## src/rtl/fifo_write_arbiter_if.sv

```systemverilog
// fifo_write_arbiter_if: producer handshakes, FIFO write port and threshold config
interface fifo_write_arbiter_if;
  logic       valid0, ready0, valid1, ready1;
  logic [7:0] data0, data1, data_in;
  logic       fifo_full, fifo_empty, write_enable;
  logic [5:0] full_tresh, cfg_thresh;
  logic       cfg_load, cfg_pending;
  logic [1:0] grant;
  logic [15:0] cnt0, cnt1;
  modport master (
    output valid0, data0, valid1, data1, fifo_full, fifo_empty, cfg_thresh, cfg_load,
    input  ready0, ready1, write_enable, data_in, full_tresh, cfg_pending, grant, cnt0, cnt1
  );
  modport slave (
    input  valid0, data0, valid1, data1, fifo_full, fifo_empty, cfg_thresh, cfg_load,
    output ready0, ready1, write_enable, data_in, full_tresh, cfg_pending, grant, cnt0, cnt1
  );
endinterface

```

## src/rtl/fifo_write_arbiter.sv

```systemverilog
// fifo_write_arbiter: round-robin, burst-bounded sharing of one FIFO write port
module fifo_write_arbiter #(
  parameter int MAX_BURST      = 4,
  parameter int DEFAULT_THRESH = 31
) (
  input logic clock,
  input logic reset,
  fifo_write_arbiter_if.slave bus
);
  localparam logic [1:0] IDLE = 2'b00, G0 = 2'b01, G1 = 2'b10;
  logic [1:0] state, nxt, other;
  logic [3:0] burst_cnt, burst_nxt;
  logic       last_served, sel, vx, vo, acc, burst_end, apply;
  logic [5:0] pend_val, clamp;
  always_comb begin
    sel              = state == G1;
    vx               = sel ? bus.valid1 : bus.valid0;
    vo               = sel ? bus.valid0 : bus.valid1;
    other            = sel ? G0 : G1;
    acc              = state != IDLE && vx && !bus.fifo_full;
    burst_end        = acc && burst_cnt == 4'(MAX_BURST - 1);
    bus.ready0       = state == G0 && !bus.fifo_full;
    bus.ready1       = state == G1 && !bus.fifo_full;
    bus.write_enable = acc;
    bus.data_in      = state == G0 ? bus.data0 : state == G1 ? bus.data1 : 8'h00;
    bus.grant        = state;
    // tie in IDLE goes to whoever was not served last
    nxt = state == IDLE ? (bus.valid0 && (!bus.valid1 || last_served) ? G0 : bus.valid1 ? G1 : IDLE)
        : !vx ? (vo ? other : IDLE)
        : (burst_end && vo) ? other : state;
    burst_nxt = (state == IDLE || !vx || burst_end) ? 4'd0 : burst_cnt + 4'(acc);
    clamp = bus.cfg_thresh == 6'd0 ? 6'd1 : bus.cfg_thresh > 6'd31 ? 6'd31 : bus.cfg_thresh;
    apply = bus.cfg_pending && bus.fifo_empty && !acc;
  end
  always_ff @(posedge clock or posedge reset)
    if (reset) begin
      state           <= IDLE;
      burst_cnt       <= 4'd0;
      last_served     <= 1'b1;
      bus.cnt0        <= 16'd0;
      bus.cnt1        <= 16'd0;
      bus.full_tresh  <= 6'(DEFAULT_THRESH);
      bus.cfg_pending <= 1'b0;
      pend_val        <= 6'(DEFAULT_THRESH);
    end else begin
      state           <= nxt;
      burst_cnt       <= burst_nxt;
      last_served     <= acc ? sel : last_served;
      bus.cnt0        <= bus.cnt0 + 16'(acc && !sel);
      bus.cnt1        <= bus.cnt1 + 16'(acc && sel);
      bus.full_tresh  <= apply ? pend_val : bus.full_tresh;
      bus.cfg_pending <= bus.cfg_load || (bus.cfg_pending && !apply);
      pend_val        <= bus.cfg_load ? clamp : pend_val;
    end
endmodule

```

## src/flat_wrapper.sv

```systemverilog
// flat-port wrapper written by rule: the top's interface ports become plain ports
module fifo_write_arbiter_flat 
#(
  parameter int MAX_BURST      = 4,
  parameter int DEFAULT_THRESH = 31
)
  (clock, reset, bus_valid0, bus_data0, bus_valid1, bus_data1, bus_fifo_full, bus_fifo_empty, bus_cfg_thresh, bus_cfg_load, bus_ready0, bus_ready1, bus_write_enable, bus_data_in, bus_full_tresh, bus_cfg_pending, bus_grant, bus_cnt0, bus_cnt1);
  fifo_write_arbiter_if bus_i ();
  input logic clock;
  input logic reset;
  input wire logic [$bits(bus_i.valid0)-1:0] bus_valid0;
  input wire logic [$bits(bus_i.data0)-1:0] bus_data0;
  input wire logic [$bits(bus_i.valid1)-1:0] bus_valid1;
  input wire logic [$bits(bus_i.data1)-1:0] bus_data1;
  input wire logic [$bits(bus_i.fifo_full)-1:0] bus_fifo_full;
  input wire logic [$bits(bus_i.fifo_empty)-1:0] bus_fifo_empty;
  input wire logic [$bits(bus_i.cfg_thresh)-1:0] bus_cfg_thresh;
  input wire logic [$bits(bus_i.cfg_load)-1:0] bus_cfg_load;
  output wire logic [$bits(bus_i.ready0)-1:0] bus_ready0;
  output wire logic [$bits(bus_i.ready1)-1:0] bus_ready1;
  output wire logic [$bits(bus_i.write_enable)-1:0] bus_write_enable;
  output wire logic [$bits(bus_i.data_in)-1:0] bus_data_in;
  output wire logic [$bits(bus_i.full_tresh)-1:0] bus_full_tresh;
  output wire logic [$bits(bus_i.cfg_pending)-1:0] bus_cfg_pending;
  output wire logic [$bits(bus_i.grant)-1:0] bus_grant;
  output wire logic [$bits(bus_i.cnt0)-1:0] bus_cnt0;
  output wire logic [$bits(bus_i.cnt1)-1:0] bus_cnt1;
  assign bus_i.valid0 = bus_valid0;
  assign bus_i.data0 = bus_data0;
  assign bus_i.valid1 = bus_valid1;
  assign bus_i.data1 = bus_data1;
  assign bus_i.fifo_full = bus_fifo_full;
  assign bus_i.fifo_empty = bus_fifo_empty;
  assign bus_i.cfg_thresh = bus_cfg_thresh;
  assign bus_i.cfg_load = bus_cfg_load;
  assign bus_ready0 = bus_i.ready0;
  assign bus_ready1 = bus_i.ready1;
  assign bus_write_enable = bus_i.write_enable;
  assign bus_data_in = bus_i.data_in;
  assign bus_full_tresh = bus_i.full_tresh;
  assign bus_cfg_pending = bus_i.cfg_pending;
  assign bus_grant = bus_i.grant;
  assign bus_cnt0 = bus_i.cnt0;
  assign bus_cnt1 = bus_i.cnt1;
  fifo_write_arbiter #(.MAX_BURST(MAX_BURST), .DEFAULT_THRESH(DEFAULT_THRESH)) u_core (.clock(clock), .reset(reset), .bus(bus_i));
endmodule
```

## config.mk

```make
export PLATFORM = sky130hd
export DESIGN_NAME = fifo_write_arbiter_flat
export DESIGN_NICKNAME = d
export VERILOG_FILES = /design/src/rtl/fifo_write_arbiter_if.sv /design/src/rtl/fifo_write_arbiter.sv /design/src/flat_wrapper.sv
export SDC_FILE = /design/constraint.sdc
export NUM_CORES = 1
export LEC_CHECK = 0
export ABC_AREA = 1
export BUFFER_PORTS_ARGS = -buffer_cell sky130_fd_sc_hd__buf_2
export CAP_MARGIN = 40
export CORE_ASPECT_RATIO = 1.4
export CORE_MARGIN = 3
export CORE_UTILIZATION = 55
export CTS_CLUSTER_DIAMETER = 80
export CTS_CLUSTER_SIZE = 24
export DETAILED_ROUTE_END_ITERATION = 16
export PLACE_DENSITY = 0.83
export SETUP_SLACK_MARGIN = 0.3
export SLEW_MARGIN = 30
export SYNTH_ARGS = -nofsm -noshare
export SYNTH_HDL_FRONTEND = slang
export SYNTH_SLANG_ARGS = --single-unit
```

## constraint.sdc

```tcl
create_clock -name clock -period 3.1 [get_ports clock]
set_clock_uncertainty 0.2 [all_clocks]
set_input_delay 0.31 -clock clock [delete_from_list [all_inputs] [get_ports clock]]
set_output_delay 0.31 -clock clock [all_outputs]
set_load 0.01 [all_outputs]
```

# After elaboration in Yosys (flattened, before gate mapping)
# Index checks and enable logic that the tools add are counted.
[totals]
wordCells = 55
rom_bits = 0
mem_count = 0
register_bits = 52
input_bits = 29
output_inout_bits = 52
latchBits = 0
ramBits = 0
[classes]
add_sub_neg = 3
bitwise_logic = 0
n_reduce_logical = 25
multipliers = 0
div = 0
n_shift = 0
eq_ne = 4
n_mux = 14
magnitude_cmp = 1
[op_table]
columns = ["op", "n"]
rows = [
  ["16-bit by 1-bit adder with 16-bit output", 2],
  ["8-bit 2-to-1 mux", 2],
  ["2-bit 2-to-1 mux", 7],
  ["1-bit logical AND", 12],
  ["6-bit 2-to-1 mux", 2],
  ["6-bit by 5-bit greater-than comparator with 1-bit output (second input constant)", 1],
  ["1-bit logical NOT", 6],
  ["6-bit logical NOT", 1],
  ["4-bit by 1-bit adder with 4-bit output", 1],
  ["4-bit by 2-bit equality test with 1-bit output (second input constant)", 1],
  ["1-bit logical OR", 4],
  ["4-bit 2-to-1 mux", 1],
  ["3-bit != test (second input constant)", 1],
  ["2-bit by 1-bit equality test with 1-bit output (second input constant)", 1],
  ["2-bit equality test (second input constant)", 1],
  ["2-bit logical NOT", 1],
  ["1-bit 2-to-1 mux", 2],
  ["2-bit nonzero test", 1],
]

# Longest topological paths before layout
# Gate-level depths: netlist of the first run.
[depth]
word_depth = 9
mapped_depth = 16
ltp_nobuf = 15

# Worst setup path after synthesis of the first run
# Ideal clock, no wire load.
[synth_path]
kind = "register to register"
start = "register u_core.state[0] (netlist: u_core.bus.grant[0])"
end = "register u_core.bus.cnt0[8]"
t_arrival_ns = 1.904
stages_incl_launch_ff = 15
setup_ns = 0.126
t_required_ns = 2.774
synth_period_minus_slack_ns = 2.230
n_path_buf = 1
slack_ns = 0.870
cell_sequence = "dfrtp_1 inv_2 nand3_2 nand2_1 nand2_2 buf_6 inv_2 nand2_1 inv_2 ha_1 ha_1 inv_1 nor2_1 nand2_1 xnor2_1"
[synth_between]
elab_chain_len = 6
elab_cells_between_ends = 8
cone_classes = "add/sub (1); eq/ne (1); mux (1); reduce/logical (5)"
[synth_rtl]
columns = ["element", "line_no", "text"]
rows = [
  ["from (decl)", "fifo_write_arbiter.sv:11", "logic [1:0] state, nxt, other;"],
  ["from (signal assigned)", "fifo_write_arbiter.sv:46", "state <= nxt;"],
  ["2-bit equality test", "fifo_write_arbiter.sv:16", "sel = state == G1;"],
  ["1-bit 2-to-1 mux", "fifo_write_arbiter.sv:17", "vx = sel ? bus.valid1 : bus.valid0;"],
  ["1-bit logical AND (*) (2 in series)", "fifo_write_arbiter.sv:20", "acc = state != IDLE && vx && !bus.fifo_full;"],
  ["named net bus_write_enable", "flat_wrapper.sv:21", "output wire logic [$bits(bus_i.write_enable)-1:0] bus_write_enable;"],
  ["1-bit logical AND (*)", "fifo_write_arbiter.sv:49", "bus.cnt0 <= bus.cnt0 + 16'(acc && !sel);"],
  ["16-bit by 1-bit adder with 16-bit output (*)", "fifo_write_arbiter.sv:49", ""],
  ["to (signal assigned)", "fifo_write_arbiter.sv:49", ""],
  ["to (decl)", "fifo_write_arbiter_if.sv:16", "output ready0, ready1, write_enable, data_in, full_tresh, cfg_pending, grant, cnt0, cnt1"],
]
# Mark *: on every way through the listed nets, which the timed path passes. The rest lies on a longest branch.
# A chain may end at the register's enable or synchronous reset.

# Worst setup path after layout of the first run
[layout_path]
start = "register u_core.state[0] (netlist: u_core.bus.grant[0])"
end = "register u_core.bus.cnt1[10]"
[layout_between]
elab_chain_len = 6
elab_cells_between_ends = 7
cone_classes = "add/sub (1); eq/ne (1); mux (1); reduce/logical (4)"
[layout_rtl]
columns = ["element", "line_no", "text"]
rows = [
  ["2-bit equality test", "fifo_write_arbiter.sv:16", ""],
  ["1-bit 2-to-1 mux", "fifo_write_arbiter.sv:17", ""],
  ["1-bit logical AND (2 in series)", "fifo_write_arbiter.sv:20", ""],
  ["1-bit logical AND (*)", "fifo_write_arbiter.sv:50", "bus.cnt1 <= bus.cnt1 + 16'(acc && sel);"],
  ["16-bit by 1-bit adder with 16-bit output (*)", "fifo_write_arbiter.sv:50", ""],
  ["to (signal assigned)", "fifo_write_arbiter.sv:50", ""],
  ["to (decl)", "fifo_write_arbiter_if.sv:16", ""],
]
# Mark *: on every way between the ends. The rest lies on a longest branch, timed or not.

==> metrics, run 1 <==
slowest library cell on the worst path dfrtp_2; top-area cell type share of the netlist area a little under two fifths; IO Port Bufs 80; Met2 Wirelength roughly 2800 µm; largest net degree at the start of global routing 27; Worst Setup Slack, final 0.646 ns; Via Count ~2500; Hold Fails Final Rpt 0; Routed Antenna Nets 0; main combinational cell family by area after synthesis simple AND/OR/NAND/NOR gates; DP Worst Slack 0.478 ns; post-route cell area ~3300 µm²; clock sink count between 50 and 60; multiplexer share of the synthesized area 0%; relative slew slack 66.4%; ANT cells 0; fmax between 400 and 500 MHz; Post-synth top flop dfrtp_1; first-pass GRT wire length about 10000 µm; top cells by area, synth dfrtp_1 38%, nand2_1 17%, dfstp_2 11%; die area about 5700 µm²; Seq/Total Area, Yosys 49.2%; grt ovf 0; min Tclk post-route around 2.5 ns; maxcap violations 0; gr usage total roughly 22%; power per cell area about 550 nW/µm²; period utilization 79.2%; Synth Area in XOR/XNOR roughly 4.9%; Int Pwr about 1.2 mW; Worst Hold Class input port to flop; die height 88.5 µm; Comb pwr share around 28%; TritonCTS clock tree yes; nature of the critical path endpoint flop; chip width around 65 µm; Pre-antenna DRT Iters 4; Pins Over Slew Limit 0; Psw 0.631 mW; Util after Layout a little over two thirds; Initial Util about three fifths; delay-heaviest family, CP simple AND/OR/NAND/NOR gates; Post-synth EDFFs 0; CP cell instances inv_2 -> nand3_2 -> nand2_1 -> nand2_2 -> nor2_1 -> ha_1 -> ha_1 -> nand2_1 -> nor2_1 -> nand3_1 -> nand2_1 -> nand2_1; fin cells 491; CP Max Fanout 16; clock network fraction of total power 21.9%; row cnt 29; Worst Path Buf+Inv 1; Yosys cell types 21; gpl congestion 0.830; FILL cells slightly below 400; initial antenna violation count 0; Leak Pwr 1.79 nW; vias in the first global route 2390; H-Tree Depth 2; Critical Path Source Type flop; dpl hpwl approximately 4400 µm; status complete, no violations; Worst Path Class, Setup flop to flop; Reg power frac 49.7%; Max stage delay on crit path ~0.53 ns; Synth Area in Adders under 10%; clk_lat worst skew roughly 0.3 ns; count leader, synth nand2_1; Post-Syn Area per Cell roughly 7.8 µm²; Post-CTS Repair Setup Buffers 0; setup TNS 0 ns; vias per inst roughly 5; synth cell count leaders 120 x nand2_1, 42 x nor2_1, 41 x dfrtp_1; crit path DAT 2.45 ns; CTS Root Buffer Type clkbuf_8; cell taking the most area after synthesis dfrtp_1; fin nets 465; syn nets 378; asr flop ratio synth between 90% and 100%; dpl cells around 480; layout cells sized above 1 a little over a quarter; unrepaired setup endpoints after global routing false; Metal-1 WL approximately 2200 µm; core area around 4600 µm²; Routed WL 5520 µm; Synth Area in Compound Gates about 2.4%; met3 WL 329 µm; synthesized instance count 341; final setup fails 0; Worst-path clk slew 0.09 ns; cell area after synthesis ~2700 µm²; yosys warns 0; clk buf depth 2; final hold slack ~0.015 ns; Overall Power around 1.8 mW; Worst IR Drop VDD approximately 0.35 mV; Most common cell on crit path nand2_1; post-route DRC violation count 0; area delta synth->final 21.9%; post-synthesis simple-gate area fraction 33.6%; I/O pin count a little over 80; post-synthesis register bit count 52; Num CTS Buffers 5; drt first-iter violations 98; Post-Place Cell Area roughly 3100 µm²; max layer used met4; Least-Margin Pin Slew 0.503 ns; Sw Ratio 34.9%; routed len/inst around 11 µm; critical path data required time 3.10 ns
==> power groups by stage <==
stage               registers (mW)  logic (mW)  clock network (mW)
floorplan                    0.915       0.313                   0
global placement             0.900       0.503                   0
detailed placement           0.904       0.518                   0
CTS                          0.892       0.522               0.409
global route                 0.914       0.593               0.436
finish                       0.896       0.514               0.395
==> logic make-up (layout without fill, tap and decap cells) <==
kind of cell / after synthesis / after routing
AOI/OAI and AO/OA: 13 / 13
xor gates and xnor gates: 15 / 15
adders and majority gates: 8 / 8
buffers and inverters: 39 / 127
DFF: 52 / 52
and+or+nand+nor: 214 / 214
==> sequential cells by signal (all words and copies together) (netlist names) <==
name / flops
u_core.bus.grant: 2
u_core.bus.full_tresh: 6
u_core.bus.cfg_pending: 1
u_core.bus.cnt1: 16
u_core.last_served: 1
u_core.pend_val: 6
u_core.bus.cnt0: 16
u_core.burst_cnt: 4
==> metal layers <==
metal	GRT usage (%)	up-vias
met4	9.23	0
met1	23.4	1117
met3	4.45	13
met5	0	-
met2	40.3	88
li1	-	1248
==> cell usage in the layout (no fill, tap or decap), types with 5 or more instances in the layout <==
master	n
clkbuf_8	6
inv_2	5
ha_1	8
nand4_1	10
nand3_1	32
nor2_1	42
nand2_1	120
xnor2_1	7
dfrtp_1	40
inv_1	31
xor2_1	8
buf_2	80
o21ai_0	8
dfstp_2	11
==> repair_timing <==
| action | in CTS | in global routing |
|---|---|---|
| hold endpoints to repair | 22 | 0 |
| hold buffers | 1 | 0 |
| endpoints found under the setup margin | 0 | 2 |
| resized for setup | 0 | 2 |
==> final cells by class <==
cell class	count	area (µm²)	share of cell area [%]
well taps	62	77.6	2.38
clock buffers	7	86.3	2.65
repair buffers	83	438	13.4
inverters	36	135	4.15
clock inverters	1	6.26	0.192
flip-flops and latches	52	1320	40.4
multi-input cells	250	1200	36.8
==> final timing paths <==
| kind | startpoint | end | slack [ns] | cells past startpoint |
|---|---|---|---|---|
| max | u_core.bus.grant[0] | u_core.bus.cnt1[10] | 0.65 | 12 |
| min | bus_cfg_load | u_core.pend_val[5] | 0.02 | 2 |
| max reg2reg | u_core.bus.grant[0] | u_core.bus.cnt1[10] | 0.65 | 12 |
| min reg2reg | u_core.bus.full_tresh[4] | u_core.bus.full_tresh[4] | 0.27 | 2 |
| max in group asynchronous | reset | u_core.pend_val[2] | 1.59 | 5 |
| min in group asynchronous | reset | u_core.bus.cnt1[12] | 0.38 | 3 |
No activity file was read; power rests on OpenSTA's default activity.
==> run 2, diff against run 1 <==
--- a/config.mk
+++ b/config.mk
@@ -10,11 +10,11 @@
 export CAP_MARGIN = 40
 export CORE_ASPECT_RATIO = 1.4
 export CORE_MARGIN = 3
-export CORE_UTILIZATION = 55
+export CORE_UTILIZATION = 46
 export CTS_CLUSTER_DIAMETER = 80
 export CTS_CLUSTER_SIZE = 24
 export DETAILED_ROUTE_END_ITERATION = 16
-export PLACE_DENSITY = 0.83
+export PLACE_DENSITY = 0.74
 export SETUP_SLACK_MARGIN = 0.3
 export SLEW_MARGIN = 30
 export SYNTH_ARGS = -nofsm -noshare
==> constraint.sdc (replaced) <==
create_clock -name clock -period 2.03 [get_ports clock]
set_clock_uncertainty 0.2 [all_clocks]
set_input_delay 0.203 -clock clock [delete_from_list [all_inputs] [get_ports clock]]
set_output_delay 0.203 -clock clock [all_outputs]
set_load 0.01 [all_outputs]
==> run 2 against run 1 <==
Compared with the run above:
- worst setup slack worse by 0.56 ns
- sequential cell count stayed put
- critical endpoint is now u_core.bus.cnt1[14]
- die area is 18% higher
- critical path type unchanged
- fmax is 26% higher
- sequential share of layout area is 6.0 points lower
- register-to-register slack worse by 0.56 ns
- via count is 5.8% higher
==> metrics, run 2 (same netlist as run 1, synthesis figures left out) <==
CP cell instances inv_2 -> nand3_2 -> nand2_2 -> nand2_4 -> nor2_4 -> ha_4 -> ha_4 -> nand2_4 -> nor2_4 -> nand3_2 -> nand2_1 -> nand2_1; Max stage delay on crit path 0.45 ns (-0.08 ns); unrepaired setup endpoints after global routing true; vias in the first global route 2563 (+7.2%); Via Count 2610 (+5.8%); routed len/inst 12.7 µm (+13%); chip width 70.4 µm (+8.5%); I/O pin count 81 (unchanged); commonest non-fill, non-tap cells in the layout 112 x nand2_1, 80 x buf_2, 39 x dfrtp_1, 32 x nor2_1, 26 x inv_1; slowest library cell on the worst path dfrtp_2; Hold Fails Final Rpt 0 (unchanged); ANT cells 0 (unchanged); Worst IR Drop VDD 0.714 mV (+110%); clk buf depth 2 (unchanged); Pre-antenna DRT Iters 4 (unchanged); fin nets 492 (+5.8%); dpl cells 492 (+2.1%); Initial Util 48.0% (-10 points); TritonCTS clock tree yes; Post-Place Cell Area 3310 µm² (+5.0%); FILL cells 456 (+15%); fmax 514 MHz (+26%); die area 6780 µm² (+18%); core area 5570 µm² (+21%); period utilization 95.9% (+17 points); H-Tree Depth 2 (unchanged); Num CTS Buffers 5 (unchanged); Pins Over Slew Limit 0 (unchanged); clk_lat worst skew 0.30 ns (about the same); clock sink count 52 (unchanged); Leak Pwr 2.02 nW (+13%); top flop regs u_core.bus.cnt0 (16), u_core.bus.cnt1 (16); row cnt 32 (+10%); Worst-path clk slew 0.10 ns (about the same); Worst Hold Class input port to flop; CP Max Fanout 6 (-10); die height 96.2 µm (+8.7%); initial antenna violation count 0 (unchanged); gr usage total 19.2% (-2.4 points); delay-heaviest family, CP simple AND/OR/NAND/NOR gates; grt ovf 0 (unchanged); post-route cell area 3830 µm² (+18%); layout cells sized above 1 39.0% (+13 points); crit path DAT 1.95 ns (-0.50 ns); Critical Path Source Type flop; status complete, no violations; critical path data required time 2.03 ns (-1.07 ns); IO Port Bufs 80 (unchanged); first-pass GRT wire length 10700 µm (+9.5%); drt first-iter violations 108 (+10%); Routed WL 6630 µm (+20%); Least-Margin Pin Slew 0.514 ns (+0.0115 ns); post-route DRC violation count 0 (unchanged); Routed Antenna Nets 0 (unchanged); Worst Path Class, Setup flop to flop; most common library cell in the layout ignoring fill and taps nand2_1; nature of the critical path endpoint flop; CTS Root Buffer Type clkbuf_8; dpl hpwl 4570 µm (+4.8%); Worst Path Buf+Inv 1 (unchanged); largest net degree at the start of global routing 30 (+11%); final setup fails 0 (unchanged); maxcap violations 0 (unchanged); fin cells 524 (+6.7%); vias per inst 4.98 (-0.83%); gpl congestion 0.835 (+0.64%); area delta synth->final 43.2%; power per cell area 802 nW/µm² (+45%); min Tclk post-route 1.95 ns (-0.507 ns); relative slew slack 65.7% (-0.77 points)
-- run 2: power by group --
group | switching, mW | internal [mW] | total [mW]
registers | 0.182 | 1.21 | 1.39
logic | 0.580 | 0.445 | 1.02
clock network | 0.340 | 0.317 | 0.657
-- run 2: worst paths after layout --
path                                          start                        to  slack [ns]  cells after the start
min                               bus_cfg_thresh[5]        u_core.pend_val[4]        0.02                      3
max reg2reg                     u_core.bus.grant[0]       u_core.bus.cnt1[14]        0.08                     12
max                             u_core.bus.grant[0]       u_core.bus.cnt1[14]        0.08                     12
max in group asynchronous                     reset       u_core.bus.cnt0[12]        0.82                      4
min reg2reg                u_core.bus.full_tresh[3]  u_core.bus.full_tresh[3]        0.27                      2
min in group asynchronous                     reset        u_core.bus.cnt1[1]        0.28                      3
-- run 2: area by class of cell --
cell class | instances | area (µm²) | share of cell area (%)
flip-flops and latches | 52 | 1320 | 34.4
clock inverters | 1 | 5.00 | 0.131
multi-input cells | 250 | 1480 | 38.5
repair buffers | 110 | 703 | 18.4
inverters | 36 | 145 | 3.79
clock buffers | 7 | 97.6 | 2.55
well taps | 68 | 85.1 | 2.22
-- run 2: metrics by stage --
| stage | util (%) | worst slack [ns] | setup TNS, ns | total power [mW] | hold slack [ns] |
|---|---|---|---|---|---|
| 6_report | 68.8 | 0.0827 | 0 | 3.07 | 0.0223 |
| 5_1_grt | 68.8 | -0.0252 | -0.0969 | 3.29 | 0.0294 |
| 4_1_cts | 66.1 | 0.0851 | 0 | 3.07 | 0.0283 |
| 3_5_place_dp | 59.4 | 0.0715 | 0 | 2.32 | 0.0693 |
| 3_3_place_gp | 59.4 | 0.124 | 0 | 2.30 | 0.0661 |
| 2_1_floorplan | - | 0.0570 | 0 | 1.95 | 0.0683 |
-- run 2: per-layer routing --
metal / vias up / share of wire (%) / track usage, %
li1: 1290 / - / -
met3: 9 / 5.1 / 4.08
met5: - / 0 / 0
met1: 1226 / 38 / 20.3
met4: 0 / 1.4 / 7.51
met2: 85 / 55 / 36.7
-- run 2: repair_timing --
action / in CTS / in global routing
hold buffers: 11 / 0
pin swaps: 14 / 10
buffers inserted: 9 / 4
gates cloned: 0 / 0
endpoints found under the hold margin: 18 / 0
gates resized for setup: 20 / 28
endpoints found under the setup margin: 32 / 40
-- run 2: worst min-delay path, cell delays in order --
cell	delay, ns
buf_2	0.13
nor2_2	0.11
o21ai_0	0.08
==> run 3, diff against run 2 <==
--- a/config.mk
+++ b/config.mk
@@ -10,11 +10,11 @@
 export CAP_MARGIN = 40
 export CORE_ASPECT_RATIO = 1.4
 export CORE_MARGIN = 3
-export CORE_UTILIZATION = 46
+export CORE_UTILIZATION = 55
 export CTS_CLUSTER_DIAMETER = 80
 export CTS_CLUSTER_SIZE = 24
 export DETAILED_ROUTE_END_ITERATION = 16
-export PLACE_DENSITY = 0.74
+export PLACE_DENSITY = 0.83
 export SETUP_SLACK_MARGIN = 0.3
 export SLEW_MARGIN = 30
 export SYNTH_ARGS = -nofsm -noshare
==> constraint.sdc (replaced) <==
create_clock -name clock -period 2.3 [get_ports clock]
set_clock_uncertainty 0.2 [all_clocks]
set_input_delay 0.23 -clock clock [delete_from_list [all_inputs] [get_ports clock]]
set_output_delay 0.23 -clock clock [all_outputs]
set_load 0.01 [all_outputs]
==> run 3 against run 2 <==
Compared with the run above:
- wire length decreased by 6.6%
- power fell by 10%
- critical path depth grew 1
- die area fell by 15%
- hold slack hardly changed
- fmax shrank 3.4%
- core utilization increased by 11 points
- final cell count fell by 2.3%
- sequential power shrank 12%
- critical endpoint is now u_core.bus.cnt0[8]
- largest cell class unchanged
- highest routed layer unchanged
==> metrics, run 3 (same netlist as run 1, synthesis figures left out) <==
fin cells 512 (-2.3%); CP Max Fanout 5 (-1); TritonCTS clock tree yes; clk_lat worst skew 0.30 ns (about the same); final hold slack 0.0219 ns (-0.000342 ns); core area 4610 µm² (-17%); routed len/inst 12.1 µm (-4.4%); row cnt 29 (-9.4%); dpl cells 483 (-1.8%); Worst IR Drop VDD 0.578 mV (-19%); setup TNS 0 ns (unchanged); crit path DAT 2.00 ns (+0.05 ns); Hold Crit Depth 3 (unchanged); IO Port Bufs 80 (unchanged); clock sink count 52 (unchanged); gpl congestion 0.853 (+2.1%); Critical Path Source Type flop; period utilization 87.6% (-8.3 points); Leak Pwr 1.93 nW (-4.3%); status complete, no violations; first-pass GRT wire length 10000 µm (-6.0%); area delta synth->final 36.9%; H-Tree Depth 2 (unchanged); hold_sp bus_cfg_thresh[5]; Hold Fails Final Rpt 0 (unchanged); gr usage total 22.0% (+2.8 points); Worst Hold Path EP u_core.pend_val[3]; FF/Latch Area 1320 µm² (unchanged); layout cells sized above 1 36.0% (-3.0 points); Multi-input gate area 1400 µm² (-5.5%); relative slew slack 61.7% (-4.0 points); Routed Antenna Nets 0 (unchanged); Num CTS Buffers 5 (unchanged); initial antenna violation count 0 (unchanged); I/O pin count 81 (unchanged); vias per inst 5.06 (+1.7%); largest net degree at the start of global routing 47 (+57%); r2r endpoint u_core.bus.cnt0[8]; dpl hpwl 4300 µm (-6.0%); maxcap violations 0 (unchanged); Worst-path clk slew 0.09 ns (about the same); Least-Margin Pin Slew 0.575 ns (+0.0611 ns); Worst Path Class, Setup flop to flop; Pins Over Slew Limit 0 (unchanged); most common library cell in the layout ignoring fill and taps nand2_1; FILL cells 320 (-30%); critical path data required time 2.29 ns (+0.26 ns); reg2reg start u_core.bus.grant[0]; grt ovf 0 (unchanged); Initial Util 58.0% (+10 points); top flop regs u_core.bus.cnt0 (16), u_core.bus.cnt1 (16); ANT cells 0 (unchanged); die height 88.5 µm (-8.0%); unrepaired setup endpoints after global routing true; post-route DRC violation count 0 (unchanged); fmax 496 MHz (-3.4%); CTS Root Buffer Type clkbuf_8; Routed WL 6200 µm (-6.6%); Util after Layout 79.4% (+11 points); worst reg2reg path depth 13 (+1); chip width 64.9 µm (-7.8%); Worst R2R Setup Slack 0.28 ns (+0.20 ns); nature of the critical path endpoint flop; Via Count 2593 (-0.65%); commonest non-fill, non-tap cells in the layout 112 x nand2_1, 80 x buf_2, 39 x dfrtp_1, 35 x nor2_1; power per cell area 752 nW/µm² (-6.2%); min Tclk post-route 2.02 ns (+0.0681 ns); clk buf depth 2 (unchanged); final setup fails 0 (unchanged); vias in the first global route 2455 (-4.2%); fin nets 486 (-1.2%); Pre-antenna DRT Iters 4 (unchanged); Worst Hold Class input port to flop; drt first-iter violations 175 (+62%); die area 5750 µm² (-15%)
[run 3: changes by cell type in the layout (fill, tap and decap cells not counted), moves of 3 or more]
cell | before | now
dlygate4sd3_1 | 11 | 8
nand3_1 | 23 | 26
buf_6 | 10 | 1
nor2_1 | 32 | 35
buf_4 | 8 | 15
nor2_2 | 6 | 3
o21ai_2 | 4 | 1
[run 3: layout make-up]
| cell class | count | area share [%] |
|---|---|---|
| Tap cell | 62 | 2.12 |
| Clock buffer | 8 | 3.32 |
| Multi-Input combinational cell | 250 | 38.1 |
| Sequential cell | 52 | 36.0 |
| Timing Repair Buffer | 104 | 16.5 |
| Inverter | 36 | 3.96 |
[run 3: layer usage]
| metal | global-route usage (%) | wire [µm] |
|---|---|---|
| met4 | 8.27 | 107 |
| met1 | 23.6 | 2440 |
| met5 | 0 | 0 |
| met3 | 4.45 | 336 |
| met2 | 41.9 | 3320 |
[run 3: worst max path at each step]
stage | startpoint | end | slack (ns)
6_report | u_core.bus.grant[0] | u_core.bus.cnt0[8] | 0.28
5_1_grt | u_core.bus.grant[0] | u_core.bus.cnt1[10] | 0.15
4_1_cts | u_core.bus.grant[0] | u_core.bus.cnt1[10] | 0.30
3_5_place_dp | u_core.bus.grant[0] | u_core.bus.cnt1[10] | 0.18
3_3_place_gp | u_core.bus.grant[0] | u_core.bus.cnt0[8] | 0.26
2_1_floorplan | u_core.bus.grant[0] | u_core.bus.cnt0[8] | 0.29
[run 3: critical path, cell delays in order, from the launching register on]
cell	delay, ns
dfrtp_2	0.45
inv_2	0.07
nand3_2	0.07
nand2_2	0.11
nand2_4	0.09
inv_4	0.06
nand2_1	0.06
inv_2	0.10
ha_4	0.14
ha_4	0.15
inv_2	0.04
nor2_4	0.14
nand2_2	0.08
xnor2_2	0.14
[run 3: what timing repair did]
| action | 4_1_cts | 5_1_grt |
|---|---|---|
| pin swaps | 4 | 11 |
| hold buffers | 8 | 0 |
| setup endpoints to repair | 18 | 19 |
| setup buffers | 5 | 8 |
| gates resized for setup | 10 | 27 |
| hold endpoints to repair | 11 | 0 |
| cloned | 0 | 0 |
[run 3: metrics by stage]
step           worst slack, ns  cell area [µm²]  power, mW
2_1_floorplan            0.292             2750       1.69
3_5_place_dp             0.181             3220       1.96
3_3_place_gp             0.264             3220       1.94
4_1_cts                  0.303             3500       2.67
5_1_grt                  0.153             3660       2.95
6_report                 0.285             3660       2.75
[run 3: power by group]
part           internal (mW)  total, mW  switching (mW)
sequential              1.07       1.23           0.163
combinational          0.394      0.896           0.502
clock                  0.340      0.628           0.288
total                   1.80       2.75           0.953
